### src/rtl/tv80_clk_wait_ctrl_if.sv
// Core-facing bundle for the tv80 clock-enable / wait-state controller.
// master = controller side, slave = board/core side.
interface tv80_clk_wait_ctrl_if #(
  parameter int STAT_W = 16
);
  logic              turbo;
  logic              ext_wait_n;
  logic              m1_n;
  logic              iorq;
  logic [6:0]        ts;
  logic              stat_clr;
  logic              cen;
  logic              wait_n;
  logic [1:0]        cycle_type;
  logic              ws_active;
  logic [STAT_W-1:0] wait_total;

  modport master (
    input  turbo, ext_wait_n, m1_n, iorq, ts, stat_clr,
    output cen, wait_n, cycle_type, ws_active, wait_total
  );

  modport slave (
    output turbo, ext_wait_n, m1_n, iorq, ts, stat_clr,
    input  cen, wait_n, cycle_type, ws_active, wait_total
  );
endinterface

### src/rtl/tv80_clk_wait_ctrl.sv
// Clock-enable divider plus per-cycle-type wait-state inserter for tv80_core,
// with a saturating count of wait ticks seen by the core.
module tv80_clk_wait_ctrl #(
  parameter int CEN_DIV = 4,
  parameter int WS_W    = 4,
  parameter int M1_WS   = 1,
  parameter int MEM_WS  = 0,
  parameter int IO_WS   = 1,
  parameter int INTA_WS = 2,
  parameter int STAT_W  = 16
) (
  input logic                  clk,
  input logic                  reset_n,
  tv80_clk_wait_ctrl_if.master bus
);
  localparam int DW     = (CEN_DIV > 1) ? $clog2(CEN_DIV) : 1;
  localparam int WS_MAX = (1 << WS_W) - 1;

  localparam logic [1:0] S_IDLE  = 2'd0;
  localparam logic [1:0] S_COUNT = 2'd1;
  localparam logic [1:0] S_DONE  = 2'd2;

  generate
    if (CEN_DIV < 1 || M1_WS > WS_MAX || MEM_WS > WS_MAX ||
        IO_WS > WS_MAX || INTA_WS > WS_MAX) begin : g_param_err
      $error("tv80_clk_wait_ctrl: CEN_DIV < 1 or a *_WS value exceeds 2**WS_W-1");
    end
  endgenerate

  // ---------------- divider ----------------
  logic [DW-1:0] div_cnt;
  logic          turbo_q;
  logic          cen_q;
  logic          div_last;

  assign div_last = (div_cnt == DW'(CEN_DIV - 1));

  // Turbo is only re-sampled when a pulse is issued, so leaving turbo
  // always starts a clean, full CEN_DIV period.
  always_ff @(posedge clk or negedge reset_n) begin
    if (!reset_n) begin
      div_cnt <= '0;
      cen_q   <= 1'b0;
      turbo_q <= 1'b0;
    end else if (turbo_q || div_last) begin
      div_cnt <= '0;
      cen_q   <= 1'b1;
      turbo_q <= bus.turbo;
    end else begin
      div_cnt <= div_cnt + 1'b1;
      cen_q   <= 1'b0;
    end
  end

  assign bus.cen = cen_q;

  // ---------------- wait FSM ----------------
  logic [1:0]      state;
  logic [WS_W-1:0] ws_cnt;
  logic [WS_W-1:0] sel_ws;
  logic [1:0]      type_now;
  logic [1:0]      type_q;
  logic            t2;
  logic            ws_req;
  logic            wait_int;
  logic            act;
  logic            unused_ts;

  assign t2        = bus.ts[1];
  assign unused_ts = ^{bus.ts[6:2], bus.ts[0]};

  always_comb begin
    type_now = {bus.iorq, bus.m1_n ^ bus.iorq};
    sel_ws   = '0;
    case (type_now)
      2'b00:   sel_ws = WS_W'(M1_WS);
      2'b01:   sel_ws = WS_W'(MEM_WS);
      2'b10:   sel_ws = WS_W'(IO_WS);
      default: sel_ws = WS_W'(INTA_WS);
    endcase
  end

  assign ws_req = t2 && (sel_ws != '0);

  always_comb begin
    wait_int = 1'b1;
    act      = 1'b0;
    case (state)
      S_IDLE:  begin wait_int = ~ws_req; act = ws_req; end
      S_COUNT: begin wait_int = 1'b0;    act = 1'b1;   end
      default: ;
    endcase
  end

  // Reset releases the core immediately, even mid-count.
  assign bus.wait_n     = bus.ext_wait_n & (wait_int | ~reset_n);
  assign bus.ws_active  = act & reset_n;
  assign bus.cycle_type = type_q;

  always_ff @(posedge clk or negedge reset_n) begin
    if (!reset_n) begin
      state  <= S_IDLE;
      ws_cnt <= '0;
      type_q <= 2'b00;
    end else if (cen_q) begin
      case (state)
        S_IDLE: if (t2) begin
          type_q <= type_now;
          ws_cnt <= (sel_ws == '0) ? '0 : sel_ws - 1'b1;
          state  <= (sel_ws > WS_W'(1)) ? S_COUNT : S_DONE;
        end
        S_COUNT: begin
          ws_cnt <= ws_cnt - 1'b1;
          if (ws_cnt == WS_W'(1)) state <= S_DONE;
        end
        S_DONE: if (!t2) state <= S_IDLE;
        default: state <= S_IDLE;
      endcase
    end
  end

  // ---------------- statistics ----------------
  logic [STAT_W-1:0] total_q;

  always_ff @(posedge clk or negedge reset_n) begin
    if (!reset_n)                                  total_q <= '0;
    else if (bus.stat_clr)                         total_q <= '0;
    else if (cen_q && !bus.wait_n && !(&total_q))  total_q <= total_q + 1'b1;
  end

  assign bus.wait_total = total_q;

endmodule

### src/flat_wrapper.sv
// flat-port wrapper written by rule: the top's interface ports become plain ports
module tv80_clk_wait_ctrl_flat 
#(
  parameter int CEN_DIV = 4,
  parameter int WS_W    = 4,
  parameter int M1_WS   = 1,
  parameter int MEM_WS  = 0,
  parameter int IO_WS   = 1,
  parameter int INTA_WS = 2,
  parameter int STAT_W  = 16
)
  (clk, reset_n, bus_turbo, bus_ext_wait_n, bus_m1_n, bus_iorq, bus_ts, bus_stat_clr, bus_cen, bus_wait_n, bus_cycle_type, bus_ws_active, bus_wait_total);
  tv80_clk_wait_ctrl_if #(.STAT_W(STAT_W)) bus_i ();
  input logic clk;
  input logic reset_n;
  input wire logic [$bits(bus_i.turbo)-1:0] bus_turbo;
  input wire logic [$bits(bus_i.ext_wait_n)-1:0] bus_ext_wait_n;
  input wire logic [$bits(bus_i.m1_n)-1:0] bus_m1_n;
  input wire logic [$bits(bus_i.iorq)-1:0] bus_iorq;
  input wire logic [$bits(bus_i.ts)-1:0] bus_ts;
  input wire logic [$bits(bus_i.stat_clr)-1:0] bus_stat_clr;
  output wire logic [$bits(bus_i.cen)-1:0] bus_cen;
  output wire logic [$bits(bus_i.wait_n)-1:0] bus_wait_n;
  output wire logic [$bits(bus_i.cycle_type)-1:0] bus_cycle_type;
  output wire logic [$bits(bus_i.ws_active)-1:0] bus_ws_active;
  output wire logic [$bits(bus_i.wait_total)-1:0] bus_wait_total;
  assign bus_i.turbo = bus_turbo;
  assign bus_i.ext_wait_n = bus_ext_wait_n;
  assign bus_i.m1_n = bus_m1_n;
  assign bus_i.iorq = bus_iorq;
  assign bus_i.ts = bus_ts;
  assign bus_i.stat_clr = bus_stat_clr;
  assign bus_cen = bus_i.cen;
  assign bus_wait_n = bus_i.wait_n;
  assign bus_cycle_type = bus_i.cycle_type;
  assign bus_ws_active = bus_i.ws_active;
  assign bus_wait_total = bus_i.wait_total;
  tv80_clk_wait_ctrl #(.CEN_DIV(CEN_DIV), .WS_W(WS_W), .M1_WS(M1_WS), .MEM_WS(MEM_WS), .IO_WS(IO_WS), .INTA_WS(INTA_WS), .STAT_W(STAT_W)) u_core (.clk(clk), .reset_n(reset_n), .bus(bus_i));
endmodule
### config.mk
export PLATFORM = sky130hd
export DESIGN_NAME = tv80_clk_wait_ctrl_flat
export DESIGN_NICKNAME = d
export VERILOG_FILES = /design/src/rtl/tv80_clk_wait_ctrl_if.sv /design/src/rtl/tv80_clk_wait_ctrl.sv /design/src/flat_wrapper.sv
export SDC_FILE = /design/constraint.sdc
export NUM_CORES = 1
export LEC_CHECK = 0
export BUFFER_PORTS_ARGS = -buffer_cell sky130_fd_sc_hd__buf_2
export CORE_MARGIN = 1
export CORE_UTILIZATION = 57
export CTS_CLUSTER_DIAMETER = 60
export CTS_CLUSTER_SIZE = 24
export DETAILED_ROUTE_END_ITERATION = 12
export PLACE_DENSITY = 0.94
export SKIP_LAST_GASP = 1
export SYNTH_ARGS = -nofsm -noshare
export SYNTH_HDL_FRONTEND = slang
export SYNTH_SLANG_ARGS = --single-unit
export TNS_END_PERCENT = 1
### constraint.sdc
create_clock -name clk -period 2.85 [get_ports clk]
set_input_delay 0.855 -clock clk [delete_from_list [all_inputs] [get_ports clk]]
set_output_delay 0.855 -clock clk [all_outputs]
set_load 0.1 [all_outputs]
# ---- Word-level counts from Yosys, hierarchy flattened
# Cells that the tools add are included.
# Widths: inputs -> output; s select.
dict set report word_totals {
  reg_bits 28
  in_bits 14
  out_inout_bits 21
  word_cells 59
}
dict set report classes {
  addsub 4
  n_lt_le_gt_ge 1
  n_eq_ne 9
  muxes 15
  bitwise_logic 6
  reduce_logical 17
}
# cell n
set ops {}
lappend ops {{$mux 16} 2}
lappend ops {{$add 16x1->16 const B} 1}
lappend ops {{$reduce_and 16->1} 1}
lappend ops {{$mux 2} 5}
lappend ops {{$mux 4} 2}
lappend ops {{$pmux 4 s2} 1}
lappend ops {{$eq 2x2->1 const B} 3}
lappend ops {{$pmux 2 s3} 1}
lappend ops {{$reduce_and 3->1} 2}
lappend ops {{$eq 2x1->1 const B} 2}
lappend ops {{$eq 4x1->1 const B} 1}
lappend ops {{$logic_not 2->1} 2}
lappend ops {{$logic_not 4->1} 1}
lappend ops {{$ne 2x2->1 const B} 2}
lappend ops {{$pmux 1 s2} 2}
lappend ops {{$pmux 2 s2} 1}
lappend ops {{$reduce_and 4->1} 1}
lappend ops {{$reduce_bool 2->1} 2}
lappend ops {{$reduce_bool 4->1} 1}
lappend ops {{$sub 4x1->4 const B} 1}
lappend ops {{$logic_and 1x1->1} 3}
lappend ops {{$sub 2x1->3 const B} 1}
lappend ops {{$add 2x1->2 const B} 1}
lappend ops {{$and 1x1->1} 2}
lappend ops {{9 further kinds} 11}

# ---- Logic depth before layout (Yosys ltp)
dict set report depth {
  ltp_word 15
  depth_mapped 7
  ltp_nobuf 7
}

# ---- Worst setup path before layout
# No wires, ideal clock.
dict set report synth_path {
  kind {input to output}
  from {in bus_iorq}
  to {out bus_wait_n}
  arrival_ns 3.204
  required_ns 1.995
  slack_ns -1.209
  path_stages 5
  path_buffers 0
  cell_sequence {inv_1 ha_1 and2b_1 o21a_1 nor2_1}
}
dict set report synth_between {
  elab_chain_cells 10
  word_cells_on_any_way 12
  cone_classes {eq/ne: 2; mux: 2; bitwise: 4; reduce/logical: 4}
}
# element line_no
set synth_rtl {}
lappend synth_rtl {{from (decl)} flat_wrapper.sv:19} ;# input wire logic [$bits(bus_i.iorq)-1:0] bus_iorq;
lappend synth_rtl {{$xor 1x1->1} tv80_clk_wait_ctrl.sv:73} ;# type_now = {bus.iorq, bus.m1_n ^ bus.iorq};
lappend synth_rtl {{$eq 2x2->1 / $logic_not 2->1 (equally long branches)} tv80_clk_wait_ctrl.sv:75} ;# case (type_now)
lappend synth_rtl {{$reduce_or 2->1 (no source line)} -}
lappend synth_rtl {{$pmux 2 s2 (*)} tv80_clk_wait_ctrl.sv:75}
lappend synth_rtl {{$reduce_bool 4->1 (*)} tv80_clk_wait_ctrl.sv:83} ;# assign ws_req = t2 && (sel_ws != '0);
lappend synth_rtl {{$logic_and 1x1->1 (*)} tv80_clk_wait_ctrl.sv:83}
lappend synth_rtl {{$not 1->1 (*)} tv80_clk_wait_ctrl.sv:89} ;# S_IDLE: begin wait_int = ~ws_req; act = ws_req; end
lappend synth_rtl {{$pmux 1 s2 (*)} tv80_clk_wait_ctrl.sv:88} ;# case (state)
lappend synth_rtl {{$or 1x1->1 (*)} tv80_clk_wait_ctrl.sv:96} ;# assign bus.wait_n = bus.ext_wait_n & (wait_int | ~reset_n);
lappend synth_rtl {{$and 1x1->1 (*)} tv80_clk_wait_ctrl.sv:96}
lappend synth_rtl {{to (decl)} flat_wrapper.sv:23} ;# output wire logic [$bits(bus_i.wait_n)-1:0] bus_wait_n;
# Every way passes the cells marked *; elsewhere a longest branch is shown, timed or not.

# ---- Final worst setup path
# Ends and elaborated chain as after synthesis.

==> impl_metrics.py <==
metrics = {
    "run_status": {
        "outcome": "finished clean",
    },
    "sta": {
        "worst_pin_slew_ns": 0.5241,
        "setup-violations-final": 0,
        "post-route-period-util_pct": 98.10,
        "fmax_mhz": 357.7,
        "fin_crit_ns": 2.796,
        "maxSlewViolCount": 0,
        "fin_setup_tns_ns": 0,
        "hold_viol": 0,
        "holdWs_ns": 0.4423,
        "fin_skew_ns": 0.006334,
        "rsz0062_at_grt": "false",
        "slew_headroom_pct": 64.16,
    },
    "place": {
        "place_hpwl_microns": 2324,
        "placed_cells": 217,
        "gp_congestion": 0.8198,
        "port_buffers": 28,
    },
    "cts": {
        "numCtsBuffers": 3,
        "h-tree-depth": 1,
        "clock_latency_ns": 0.33,
        "cts_tree": "done",
        "ctsResizeCount": 0,
        "hold_buffers": 0,
        "root_buffer": "clkbuf_4",
        "clk_pin_slew_worst_paths_ns": 0.15,
        "post_cts_buffers": 0,
        "numClockSinks": 28,
        "clk_path_buf_depth": 2,
    },
    "grt": {
        "grt_overflow": 0,
        "grt_antenna_before_repair": 0,
        "grt_pass1_wl_microns": 5437,
        "grt_pass1_vias": 1231,
        "track_usage_pct": 25.65,
        "grt_max_degree": 29,
    },
    "die": {
        "die_x_microns": 54.43,
        "die_h_microns": 54.43,
        "core.rowCount": 18,
        "initial_core_util_pct": 61.55,
        "die_area_sq_um": 2962,
        "io_pins": 35,
        "core_sq_um": 2545,
    },
    "setup_path": {
        "rr_worst_depth": 6,
        "r2r-start": "u_core.bus.wait_total[0]",
        "reg2reg_slack_ns": 0.95,
        "cp-end-kind": "primary output",
        "worstPathRequired_ns": 2.00,
        "crit_end": "bus_wait_n",
        "r2r-end": "u_core.bus.wait_total[2]",
        "critPathMaxFanout": 3,
        "critical_path_class": "in2out",
        "critPathLaunchType": "primary input",
        "worstSetupStartpoint": "bus_iorq",
        "arrival_ns": 1.94,
    },
    "drt": {
        "wl_met2_microns": 1630,
        "final_antenna_net_count": 0,
        "drc": 0,
        "highest_layer": "met4",
        "drt-wirelength-per-cell_microns": 14.62,
        "vias": 1295,
        "wl_met1_microns": 1424,
        "drt_iter0_drc": 28,
        "routed_wirelength_microns": 3232,
        "routed_via_density": 5.860,
        "drtPass1Iterations": 4,
        "met3_length_microns": 128,
    },
    "min_path": {
        "hold_class": "reg2reg",
        "min-delay-start": "u_core.div_cnt[0]",
    },
    "synthesis": {
        "yosys_warnings": 0,
        "synth_area_leaders": "dfrtp_1 (45%), ha_1 (5.6%), xnor2_1 (5.0%)",
        "synth.area.mux_share_pct": 0.6390,
        "ys_seq_area_share_pct": 44.73,
        "synthCells": 162,
        "synth-xor-area-share_pct": 5.032,
        "synth_cell_types": 42,
        "ys_seq_elements": 28,
        "synthAdderAreaFrac_pct": 5.591,
        "yosys.area_share.simple_pct": 20.37,
        "synth_nets": 183,
        "synth_area_per_cell_sq_um": 9.670,
        "synth_compound_area_share_pct": 18.93,
        "synth.top_cell.area_share_pct": 44.73,
        "synth_top_area_cell": "dfrtp_1",
        "synth_top_family_by_area": "simple AND/OR/NAND/NOR gates",
        "syn-cell-area_sq_um": 1567,
    },
    "cells_and_area": {
        "area_growth_syn_to_layout_pct": 17.81,
        "final_util_pct": 72.52,
        "drive_above_1_share_pct": 25.65,
        "layout.nets": 213,
        "instances_no_fill": 221,
        "num_antenna_cells": 0,
    },
    "power_and_ir_drop": {
        "combPwrFrac_pct": 37.0,
        "clock_power_share_pct": 17.3,
        "p_switching_w": 0.0004648,
        "powerDensity_nw_per_um2": 605.0,
        "leakage_nw": 0.8486,
        "p_total_w": 0.001117,
        "p_seq_share_pct": 45.6,
        "ir_drop_uv": 620.1,
        "p_sw_share_pct": 41.63,
        "internal_power_w": 0.0006517,
    },
    "run": {
        "drv_cap": 0,
    },
}
## flip-flops by register name, summed over array words and instances, names as in the netlist
name                   count
u_core.bus.cycle_type      2
u_core.bus.cen             1
u_core.turbo_q             1
u_core.ws_cnt              4
u_core.bus.wait_total     16
u_core.div_cnt             2
u_core.state               2
## critical path, stage by stage
cell	delay [ns]
buf_2	0.16
inv_12	0.06
ha_4	0.10
and2b_2	0.23
o21a_4	0.22
nor2_4	0.13
buf_12	0.18
## synth_stat cells (all sizes together)
master and count:
a21bo 1, nor3 4, mux2i 1, and4 1, buf 3, dfrtp 28
a22o 2, nand4 3, or2 3, o32ai 1, and2b 1, a21oi 11
nor4 2, nand2 10, and3 1, nand3 10, o221ai 1, nand3b 1
a2111oi 3, a31o 1, inv 14, a21o 3, nor2 17, o21a 1
and4b 1, o21ai 6, ha 7, xnor2 9, clkbuf 2, nand2b 2
a211oi 3, nor2b 2, o22ai 1, o31ai 4, and2 2
## layout make-up
class	count	area [sq um]
Sequential cell	28	700.7
Inverter	14	65.06
Tap cell	30	37.54
Clock buffer	4	36.28
Timing Repair Buffer	30	185.2
Fill cell	195	699.4
Multi-Input combinational cell	115	820.8
## how the worst min path moves through the flow
stage                                   end  slack [ns]  depth (start not counted)
after floorplan           u_core.div_cnt[0]        0.41                          1
after global placement    u_core.div_cnt[0]        0.42                          1
after detailed placement  u_core.div_cnt[0]        0.43                          1
after CTS                 u_core.div_cnt[0]        0.45                          1
after global routing      u_core.div_cnt[0]        0.48                          1
final                     u_core.div_cnt[0]        0.44                          1
## per-layer routing
| layer | up-vias | global-route usage, % |
|---|---|---|
| met5 | - | 0 |
| li1 | 629 | - |
| met2 | 36 | 44.51 |
| met1 | 623 | 32.21 |
| met3 | 7 | 3.889 |
| met4 | 0 | 8.974 |
## per-stage QoR
step	area, sq um	setup WS, ns
2_1_floorplan	1608	-0.06668
3_3_place_gp	1809	0.05705
3_5_place_dp	1809	0.04634
4_1_cts	1846	0.04441
5_1_grt	1846	0.01660
6_report	1846	0.05409
## layout by cell type, fill, tap and decap left out, drive strengths merged, types with 4 or more instances in the layout
master  count
nor3        4
o21ai       6
xnor2       9
dfrtp      28
inv        14
nand2      10
o31ai       4
ha          7
clkbuf      4
nor2       17
nand3      10
buf        30
a21oi      11
## power by group through the flow
stage / Sequential, W / Clock, W / Combinational, W
after floorplan: 0.000619 / 0 / 0.000208
after global placement: 0.000509 / 0 / 0.000385
after detailed placement: 0.000514 / 0 / 0.000410
after CTS: 0.000507 / 0.000194 / 0.000413
after global routing: 0.000518 / 0.000212 / 0.000455
final: 0.000509 / 0.000194 / 0.000413
## cell families after synthesis
logic type / Yosys count
flip-flops: 28
AND/OR/NAND/NOR: 60
adder cells (fa/ha/maj): 7
multiplexers: 1
buffers and inverters: 19
XOR/XNOR: 9
AO/OA/AOI/OAI: 38
(Power assumes the default switching activity.)
